--- src/rtl/ifu_pkg.sv ---
// ---------------------------------------------------------------------------
// ifu_pkg
// Shared IFU widths and types used by the instruction-memory responder.
//   ADDR_WIDTH   byte address width
//   OFFSET_WIDTH log2 of line size in bytes
//   TAG_WIDTH    line tag width (address minus line offset)
//   LINE_WIDTH   line width in bits
//   VALID        active level of valid strobes
//   rsp_state_t  responder FSM states
// ---------------------------------------------------------------------------
package ifu_pkg;
    localparam int   ADDR_WIDTH   = 32;
    localparam int   OFFSET_WIDTH = 4;
    localparam int   TAG_WIDTH    = ADDR_WIDTH - OFFSET_WIDTH;
    localparam int   LINE_WIDTH   = 8 * (2 ** OFFSET_WIDTH);
    localparam logic VALID        = 1'b1;

    typedef enum logic [1:0] {
        IDLE = 2'd0,
        READ = 2'd1,
        WAIT = 2'd2,
        RESP = 2'd3
    } rsp_state_t;
endpackage

--- src/rtl/ifu_tag_fifo.sv ---
// ---------------------------------------------------------------------------
// ifu_tag_fifo
// In-order queue of pending line tags with a combinational "tag already
// queued" lookup across all valid entries.
//   i_clk, i_rst      clock, synchronous active-high reset
//   i_push, i_tag     enqueue i_tag (ignored when full)
//   i_pop, o_head     dequeue; o_head is the oldest entry
//   i_match_tag       tag to look up
//   o_match           i_match_tag equals some valid entry
//   o_full, o_empty   occupancy flags
// ---------------------------------------------------------------------------
module ifu_tag_fifo #(
    parameter int DEPTH = 4,
    parameter int W     = 28
) (
    input  logic         i_clk,
    input  logic         i_rst,
    input  logic         i_push,
    input  logic [W-1:0] i_tag,
    input  logic         i_pop,
    output logic [W-1:0] o_head,
    input  logic [W-1:0] i_match_tag,
    output logic         o_match,
    output logic         o_full,
    output logic         o_empty
);
    localparam int PTR_W = $clog2(DEPTH);

    logic [DEPTH-1:0][W-1:0] r_mem;
    logic [DEPTH-1:0]        r_vld;
    logic [PTR_W-1:0]        r_wr_ptr;
    logic [PTR_W-1:0]        r_rd_ptr;
    logic [DEPTH-1:0]        w_hit;
    logic                    w_push;
    logic                    w_pop;

    // Entries are always contiguous in the ring, so per-entry valid bits
    // give full/empty directly and double as the match qualifier.
    assign o_full  = &r_vld;
    assign o_empty = ~|r_vld;
    assign o_head  = r_mem[r_rd_ptr];
    assign w_push  = i_push & ~o_full;
    assign w_pop   = i_pop & ~o_empty;

    for (genvar i = 0; i < DEPTH; i++) begin : g_match
        assign w_hit[i] = r_vld[i] & (r_mem[i] == i_match_tag);
    end
    assign o_match = |w_hit;

    always_ff @(posedge i_clk) begin
        if (i_rst) begin
            r_vld    <= '0;
            r_wr_ptr <= '0;
            r_rd_ptr <= '0;
        end else begin
            if (w_push) begin
                r_mem[r_wr_ptr] <= i_tag;
                r_vld[r_wr_ptr] <= 1'b1;
                r_wr_ptr        <= r_wr_ptr + PTR_W'(1);
            end
            if (w_pop) begin
                r_vld[r_rd_ptr] <= 1'b0;
                r_rd_ptr        <= r_rd_ptr + PTR_W'(1);
            end
        end
    end
endmodule

--- src/rtl/ifu_mem_responder.sv ---
// ---------------------------------------------------------------------------
// ifu_mem_responder
// Memory-side end of the IFU tag request / line response protocol. Queues
// level-held tag requests (duplicates filtered), reads each line one word
// per cycle from the instruction SRAM, and returns tag + line with a
// single-cycle valid pulse, in acceptance order, one line in flight.
//   Clock, Rst               clock, synchronous active-high reset
//   mem_reqTagValidIn/TagIn  request (level, may be held)
//   mem_rspInsLineValidOut   one-cycle response pulse
//   mem_rspTagOut/InsLineOut response tag and line (word 0 in LSBs), held
//   sram_rdEnOut/rdAddrOut   SRAM read port, data returns one cycle later
//   sram_rdDataIn            SRAM read data
//   busyOut                  FSM active or requests pending
//   reqDropOut               new request refused because the queue is full
// ---------------------------------------------------------------------------
module ifu_mem_responder
    import ifu_pkg::*;
#(
    parameter int REQ_DEPTH = 4,
    parameter int WORD_W    = 32
) (
    input  logic                  Clock,
    input  logic                  Rst,
    input  logic                  mem_reqTagValidIn,
    input  logic [TAG_WIDTH-1:0]  mem_reqTagIn,
    output logic                  mem_rspInsLineValidOut,
    output logic [TAG_WIDTH-1:0]  mem_rspTagOut,
    output logic [LINE_WIDTH-1:0] mem_rspInsLineOut,
    output logic                  sram_rdEnOut,
    output logic [ADDR_WIDTH-1:0] sram_rdAddrOut,
    input  logic [WORD_W-1:0]     sram_rdDataIn,
    output logic                  busyOut,
    output logic                  reqDropOut
);
    localparam int WORDS_PER_LINE = LINE_WIDTH / WORD_W;
    localparam int WCNT_W         = $clog2(WORDS_PER_LINE);
    localparam int BOFF_W         = OFFSET_WIDTH - WCNT_W;
    localparam logic [WCNT_W-1:0] LAST_WORD = WCNT_W'(WORDS_PER_LINE - 1);

    rsp_state_t                              r_state;
    logic [TAG_WIDTH-1:0]                    r_cur_tag;
    logic [WCNT_W-1:0]                       r_word_cnt;
    logic                                    r_rd_en;
    logic [ADDR_WIDTH-1:0]                   r_rd_addr;
    logic                                    r_cap_vld;
    logic [WCNT_W-1:0]                       r_cap_idx;
    logic [WORDS_PER_LINE-1:0][WORD_W-1:0]   r_line;
    logic                                    r_rsp_vld;
    logic [TAG_WIDTH-1:0]                    r_rsp_tag;
    logic [WORDS_PER_LINE-1:0][WORD_W-1:0]   r_rsp_line;

    logic                                    w_fifo_full;
    logic                                    w_fifo_empty;
    logic                                    w_fifo_match;
    logic [TAG_WIDTH-1:0]                    w_fifo_head;
    logic                                    w_dup;
    logic                                    w_req;
    logic                                    w_push;
    logic                                    w_pop;
    logic [WCNT_W-1:0]                       w_cnt_nxt;
    logic [WORDS_PER_LINE-1:0][WORD_W-1:0]   w_line_done;

    // A request is a duplicate if it is already queued or is the line
    // currently being read; the requester holds valid, so ignoring it is safe.
    assign w_dup  = w_fifo_match | ((r_state != IDLE) && (mem_reqTagIn == r_cur_tag));
    assign w_req  = (mem_reqTagValidIn == VALID) & ~Rst;
    assign w_push = w_req & ~w_dup & ~w_fifo_full;
    assign w_pop  = (r_state == IDLE) & ~w_fifo_empty & ~Rst;

    assign reqDropOut = w_req & ~w_dup & w_fifo_full;
    assign busyOut    = (r_state != IDLE) | ~w_fifo_empty;

    ifu_tag_fifo #(
        .DEPTH (REQ_DEPTH),
        .W     (TAG_WIDTH)
    ) u_tag_fifo (
        .i_clk       (Clock),
        .i_rst       (Rst),
        .i_push      (w_push),
        .i_tag       (mem_reqTagIn),
        .i_pop       (w_pop),
        .o_head      (w_fifo_head),
        .i_match_tag (mem_reqTagIn),
        .o_match     (w_fifo_match),
        .o_full      (w_fifo_full),
        .o_empty     (w_fifo_empty)
    );

    assign w_cnt_nxt = r_word_cnt + WCNT_W'(1);

    // Line with the word arriving this cycle merged in; in WAIT this is the
    // complete line because the last word is still on the SRAM bus.
    always_comb begin
        w_line_done = r_line;
        if (r_cap_vld) w_line_done[r_cap_idx] = sram_rdDataIn;
    end

    always_ff @(posedge Clock) begin
        if (Rst) begin
            r_state    <= IDLE;
            r_cur_tag  <= '0;
            r_word_cnt <= '0;
            r_rd_en    <= 1'b0;
            r_rd_addr  <= '0;
            r_cap_vld  <= 1'b0;
            r_cap_idx  <= '0;
            r_line     <= '0;
            r_rsp_vld  <= 1'b0;
            r_rsp_tag  <= '0;
            r_rsp_line <= '0;
        end else begin
            // Read data lags rdEn by one cycle: remember which slot it targets.
            r_cap_vld <= (r_state == READ);
            r_cap_idx <= r_word_cnt;
            if (r_cap_vld) r_line[r_cap_idx] <= sram_rdDataIn;
            r_rsp_vld <= 1'b0;

            case (r_state)
                IDLE: begin
                    if (!w_fifo_empty) begin
                        r_cur_tag  <= w_fifo_head;
                        r_word_cnt <= '0;
                        r_rd_en    <= 1'b1;
                        r_rd_addr  <= {w_fifo_head, {WCNT_W{1'b0}}, {BOFF_W{1'b0}}};
                        r_state    <= READ;
                    end
                end
                READ: begin
                    r_word_cnt <= w_cnt_nxt;
                    if (r_word_cnt == LAST_WORD) begin
                        r_rd_en   <= 1'b0;
                        r_rd_addr <= '0;
                        r_state   <= WAIT;
                    end else begin
                        r_rd_addr <= {r_cur_tag, w_cnt_nxt, {BOFF_W{1'b0}}};
                    end
                end
                WAIT: begin
                    r_rsp_vld  <= 1'b1;
                    r_rsp_tag  <= r_cur_tag;
                    r_rsp_line <= w_line_done;
                    r_state    <= RESP;
                end
                RESP: begin
                    r_state <= IDLE;
                end
                default: begin
                    r_state <= IDLE;
                end
            endcase
        end
    end

    assign sram_rdEnOut           = r_rd_en;
    assign sram_rdAddrOut         = r_rd_addr;
    assign mem_rspInsLineValidOut = r_rsp_vld;
    assign mem_rspTagOut          = r_rsp_tag;
    assign mem_rspInsLineOut      = r_rsp_line;
endmodule
--- config.mk ---
export PLATFORM = sky130hd
export DESIGN_NAME = ifu_mem_responder
export DESIGN_NICKNAME = d
export VERILOG_FILES = /design/src/rtl/ifu_pkg.sv /design/src/rtl/ifu_tag_fifo.sv /design/src/rtl/ifu_mem_responder.sv
export SDC_FILE = /design/constraint.sdc
export NUM_CORES = 1
export LEC_CHECK = 0
export ABC_AREA = 1
export CORE_MARGIN = 2
export CORE_UTILIZATION = 50
export DETAILED_ROUTE_END_ITERATION = 7
export PLACE_DENSITY = 0.71
export SLEW_MARGIN = 20
export SYNTH_ARGS = -nofsm -noshare
export SYNTH_HDL_FRONTEND = slang
export SYNTH_HIERARCHICAL = 1
export SYNTH_SLANG_ARGS = --single-unit
--- constraint.sdc ---
create_clock -name Clock -period 9 [get_ports Clock]
set_input_delay 2.25 -clock Clock [delete_from_list [all_inputs] [get_ports Clock]]
set_output_delay 2.25 -clock Clock [all_outputs]
set_load 0.01 [all_outputs]
==> impl_metrics.yaml, run 1 <==
timing:
  max_clock_freq_mhz: 136
  final.period_utilization_pct: 81.9
  fin_skew_ns: 0.0197
  setup_tns_ns: 0
  final.min_clock_period_ns: 7.37
  setup_viol: 0
  finalHoldViolations: 0
  rsz0062_at_grt: "no"
  drv_slew: 0
  tightest_slew_ns: 1.03
  max-slew-margin-rel_pct: 31.6
floorplan:
  io_pins: 255
  die_area_mm2: 0.0412
  die_x_um: 203
  coreArea_mm2: 0.0388
  rows: 72
  start_util_pct: 50.9
  die_y_um: 203
placed_design:
  place_congestion: 0.981
  dp_hpwl_um: 43100
  io_buffers: 252
power:
  ir_drop_mv: 0.200
  powerDensity_mw_per_mm2: 277
  p_leak_nw: 11.2
run:
  cap_violations: 0
layout:
  fill_cells: 3404
  final_core_util_pct: 62.2
  drive_gt1_share_pct: 4.78
  fin_nets: 2719
  regArea_mm2: 0.0105
  multi_input_area_mm2: 0.00731
  syn2layout_area_growth_pct: 22.1
drt:
  vias: 17000
  drc_errors: 0
  first_pass_iters: 5
  drt-initial-drc-count: 1222
  routed_wl_um: 62700
  vias_per_cell: 5.32
  antenna_left: 0
  drt-wirelength-per-cell_um: 19.6
synth:
  yosysSeqAreaShare_pct: 53.2
  synth_seq_cells: 470
  synth.avg_cell_area_um2: 8.08
  synth_area_mm2: 0.0198
  synthDistinctLibCells: 36
  ys_warn_count: 6
  synthCells: 2448
clocking:
  path_clk_slew_ns: 0.06
  cts_resized: 0
  cts_htree_levels: 2
  numCtsBuffers: 49
  cts_hold_buf: 0
  cts_max_path_buffers: 3
  clk_latency_ns: 0.59
  cts_tree: "yes"
  cts-root-buf: "clkbuf_16"
  post_cts_buffers: 0
  cts.sinks: 470
critical_path:
  required_ns: 6.75
  crit_fanout: 8
  crit_type: "in2out"
  cp-start-kind: "primary input"
  reg2reg_slack_ns: 5.88
  cp.arrival_ns: 5.12
  rr_worst_depth: 6
  cp-end-kind: "output pin"
global_route:
  grt_max_degree: 135
  antenna_found_initial: 4
  first_global_vias: 16100
  grt-ovfl-total: 0
  grtUsageTotal_pct: 30.2
  grt_pass1_wl_um: 95100
min_path:
  hold_depth: 2
  min_path_type: "reg2reg"
run_status:
  outcome: "complete, no violations"
metal layers:
layer	track usage, %	wire length, um
met2	50.2	29500
met5	0	28
met4	10.9	2100
met1	39.1	26600
met3	5.87	4440
sequential cells by signal, summed over array words and instances, names as in the netlist, 2 cells and up:
name and flops:
mem_rspTagOut 28, u_tag_fifo/r_wr_ptr 2, r_state 2, u_tag_fifo/r_rd_ptr 2, u_tag_fifo/r_vld 4, mem_rspInsLineOut 128, r_cur_tag 28, sram_rdAddrOut 30
r_cap_idx 2, r_line 128, u_tag_fifo/r_mem 112
per-stage QoR:
step | power, mW | area [um2] | hold slack, ns | instances | setup WS, ns
final | 6.69 | 24200 | 0.459 | 3200 | 1.63
after detailed placement | 4.73 | 22600 | 0.455 | 3110 | 1.61
after CTS | 6.73 | 24200 | 0.457 | 3198 | 1.58
after global routing | 7.03 | 24200 | 0.491 | 3198 | 1.44
after global placement | 4.69 | 22600 | 0.451 | 3110 | 1.63
after floorplan | 3.77 | 19800 | 0.431 | 2449 | 3.51
logic make-up after synthesis:
family                   count (synthesis)  synth area share (%)
AND/OR/NAND/NOR                        817                  15.8
AO/OA/AOI/OAI                          563                  16.0
buffers and inverters                  500                  9.99
flip-flops                             470                  53.2
multiplexers                            64                  3.24
XOR/XNOR                                20                 0.886
adder cells (fa/ha/maj)                 13                 0.822
other                                    1                0.0190
where the power goes:
part	total, mW	internal, mW	switching, mW
clock	1.99	1.15	0.840
sequential	2.75	2.52	0.229
combinational	1.96	0.831	1.13
total	6.69	4.49	2.20
cells in the final DEF (no fill, tap or decap), types with 2 or more instances in the layout:
cell type / instances
a21oi_1: 168
buf_4: 21
clkbuf_1: 12
clkbuf_16: 51
clkbuf_8: 13
clkdlybuf4s50_1: 251
clkinv_2: 9
conb_1: 2
dfxtp_1: 357
diode_2: 2
edfxtp_1: 112
ha_1: 12
inv_1: 355
inv_2: 15
mux2i_1: 64
nand2_1: 547
nand2_2: 2
nand3_1: 13
nand3_2: 2
nand4_1: 2
nor2_1: 241
nor2_2: 5
nor2_4: 2
o211ai_1: 131
o21ai_0: 192
o21ai_1: 59
o22ai_1: 9
xnor2_1: 14
xor2_1: 6
critical path, cell delays in order:
cell	delay [ns]
clkdlybuf4s50_1	0.80
inv_1	0.27
or2_2	0.33
o211ai_1	0.16
nor2_1	0.09
nand2_1	0.08
nor2_1	0.04
nor2_1	0.08
nand2_1	0.06
nor2_1	0.11
nand2_1	0.09
nor2_1	0.19
clkdlybuf4s50_1	0.58
Yosys cell counts:
cell type | number | area share, %
ha_1 | 13 | 0.82
inv_2 | 14 | 0.27
nand3_2 | 2 | 0.10
clkbuf_1 | 74 | 1.4
nor3_1 | 1 | 0.025
nor2_2 | 1 | 0.032
conb_1 | 1 | 0.019
nand2_2 | 2 | 0.063
dfxtp_1 | 358 | 36
a32o_1 | 1 | 0.051
buf_6 | 3 | 0.17
buf_4 | 8 | 0.30
a21oi_1 | 168 | 4.3
edfxtp_1 | 112 | 17
xor2_1 | 6 | 0.27
o22ai_1 | 9 | 0.28
mux2i_1 | 64 | 3.2
or2_2 | 1 | 0.032
or2_0 | 1 | 0.032
nor2_4 | 1 | 0.057
a31oi_1 | 1 | 0.032
nand2_1 | 547 | 10
nor2_1 | 246 | 4.7
o21ai_1 | 59 | 1.5
o21ai_2 | 1 | 0.044
buf_1 | 6 | 0.11
buf_2 | 37 | 0.94
xnor2_1 | 14 | 0.62
clkbuf_2 | 1 | 0.025
nand3_1 | 13 | 0.33
nand4_1 | 2 | 0.063
o211ai_1 | 131 | 5.0
a211oi_1 | 1 | 0.038
inv_1 | 356 | 6.8
o21ai_0 | 192 | 4.9
clkinv_1 | 1 | 0.019
worst paths after layout:
| path | from | endpoint |
|---|---|---|
| max | mem_reqTagIn[21] | reqDropOut |
| min | sram_rdAddrOut[3] | r_cap_idx[1] |
| max reg2reg | r_state[0] | mem_rspTagOut[5] |
| min reg2reg | sram_rdAddrOut[3] | r_cap_idx[1] |
layout make-up:
cell class	instances	area share, %
repair buffers	272	11.1
well taps	518	2.68
inverters	371	5.79
multi-input cells	1479	30.2
clock inverters	12	0.404
flip-flops and latches	470	43.6
clock buffers	76	6.21
diodes	2	0.0207
Power figures use the tool's default switching activity.
==> run 2, diff against run 1 <==
clock period = 7.1 ns   (was 9 ns; I/O delays follow)
==> impl_metrics.yaml, run 2 (synthesis results as in run 1) <==
run_status:
  outcome: "complete, no violations"
clocking:
  cts_htree_levels: 2
  clk_latency_ns: 0.60
  cts_hold_buf: 0
  path_clk_slew_ns: 0.06
  cts_tree: "yes"
  cts.sinks: 470
  cts-root-buf: "clkbuf_16"
  cts_max_path_buffers: 3
  post_cts_buffers: 0
  numCtsBuffers: 48
  cts_resized: 0
timing:
  setup_viol: 0
  finalHoldViolations: 0
  max_clock_freq_mhz: 158
  tightest_slew_ns: 1.08
  max-slew-margin-rel_pct: 27.9
  drv_slew: 0
  setup_slack_ns: 0.759
  final.period_utilization_pct: 89.3
  fin_skew_ns: 0.0254
  hold_slack_ns: 0.466
  final.min_clock_period_ns: 6.34
  rsz0062_at_grt: "no"
  setup_tns_ns: 0
drt:
  vias: 16900
  first_pass_iters: 5
  drt-wirelength-per-cell_um: 19.5
  drt-initial-drc-count: 1165
  vias_per_cell: 5.27
  routed_wl_um: 62600
  antenna_left: 0
  drc_errors: 0
layout:
  syn2layout_area_growth_pct: 22.4
  layout_common_cells: "547 x nand2_1, 357 x dfxtp_1, 355 x inv_1, 251 x clkdlybuf4s50_1, 241 x nor2_1"
  fin_nets: 2719
  layout_commonest_cell: "nand2_1"
  drive_gt1_share_pct: 4.77
  fill_cells: 3407
critical_path:
  critPathTopFamily: "buffers and inverters"
  reg2reg_slack_ns: 3.72
  crit_chain: "clkdlybuf4s50_1 > inv_1 > o21ai_0 > nor2_1 > nand2_1 > nor2_1 > nand2_1 > nor2_1 > nor2_1 > nand2_1 > nor2_1 > nand2_1 > nor2_1 > clkdlybuf4s50_1"
  crit_fanout: 9
  cp-start-kind: "primary input"
  required_ns: 5.33
  crit_top_cell: "nor2_1"
  crit_type: "in2out"
  critPathBufInv: 3
  cp.arrival_ns: 4.57
  cp-end-kind: "output pin"
  slowest_stage: "clkdlybuf4s50_1"
  crit_path_max_incr_delay_ns: 0.68
run:
  cap_violations: 0
global_route:
  grt-ovfl-total: 0
  grt_pass1_wl_um: 94900
  grtUsageTotal_pct: 30.1
  first_global_vias: 16100
  grt_max_degree: 120
  antenna_found_initial: 2
floorplan:
  coreArea_mm2: 0.0388
  die_y_um: 203
  rows: 72
  die_area_mm2: 0.0412
  io_pins: 255
  start_util_pct: 50.9
  die_x_um: 203
power:
  ir_drop_mv: 0.249
  power.total_mw: 8.53
  p_leak_nw: 11.2
  powerDensity_mw_per_mm2: 352
placed_design:
  preCtsSetupSlack_ns: 0.740
  io_buffers: 252
  place_congestion: 0.990
  dp_hpwl_um: 43700
min_path:
  min_path_type: "reg2reg"
==> run 2: cell types whose count changed in the layout (fill, tap and decap cells not counted), sizes merged <==
cell      delta
buf          +1
bufinv       +2
clkbuf       -4
clkinv       +2
clkinvlp     +1
diode        -1
==> run 2: layout make-up <==
| cell class | instances | area (um2) | area share, % |
|---|---|---|---|
| Antenna cell | 1 | 2.50 | 0.0103 |
| Clock buffer | 72 | 1440 | 5.93 |
| Clock inverter | 17 | 176 | 0.729 |
| Inverter | 371 | 1400 | 5.77 |
| Multi-Input combinational cell | 1479 | 7320 | 30.2 |
| Sequential cell | 470 | 10500 | 43.5 |
| Tap cell | 518 | 648 | 2.68 |
| Timing Repair Buffer | 273 | 2690 | 11.1 |
==> run 2: per-layer routing <==
metal	share of wire, %	global-route usage, %	vias up
li1	-	-	8260
met1	43	39.4	7958
met2	47	50.0	547
met3	6.9	5.87	99
met4	3.2	10.5	2
met5	0.016	0	-
==> run 2: path summary, 6_finish.rpt <==
kind	start	endpoint	cells past startpoint
hold / removal	r_cur_tag[3]	sram_rdAddrOut[7]	2
setup / recovery	mem_reqTagIn[7]	reqDropOut	14
setup reg to reg	u_tag_fifo/r_mem[63]	u_tag_fifo/r_mem[29]	14
hold reg to reg	r_cur_tag[3]	sram_rdAddrOut[7]	2
==> run 2: through the flow <==
stage	utilization, %	area [um2]	instances
6_report	62.3	24200	3201
2_1_floorplan	-	19800	2449
4_1_cts	62.3	24200	3200
3_3_place_gp	58.2	22600	3111
5_1_grt	62.3	24200	3200
3_5_place_dp	58.2	22600	3111
==> run 2: worst reg2reg max path, cell delays in order, from the launching register on <==
cell,delay [ns]
edfxtp_1,0.45
o21ai_0,0.49
nor2_1,0.08
nand2_1,0.11
nor2_1,0.05
nand2_1,0.05
nor2_1,0.04
nor2_1,0.08
nand2_1,0.05
nor2_1,0.10
nand2_1,0.09
nor2_1,0.18
nand3_1,0.31
nor2_4,0.60
buf_4,0.38
==> run 2: where the power goes <==
part,switching [mW],internal (mW)
clock,1.08,1.48
combinational,1.44,1.06
sequential,0.286,3.19
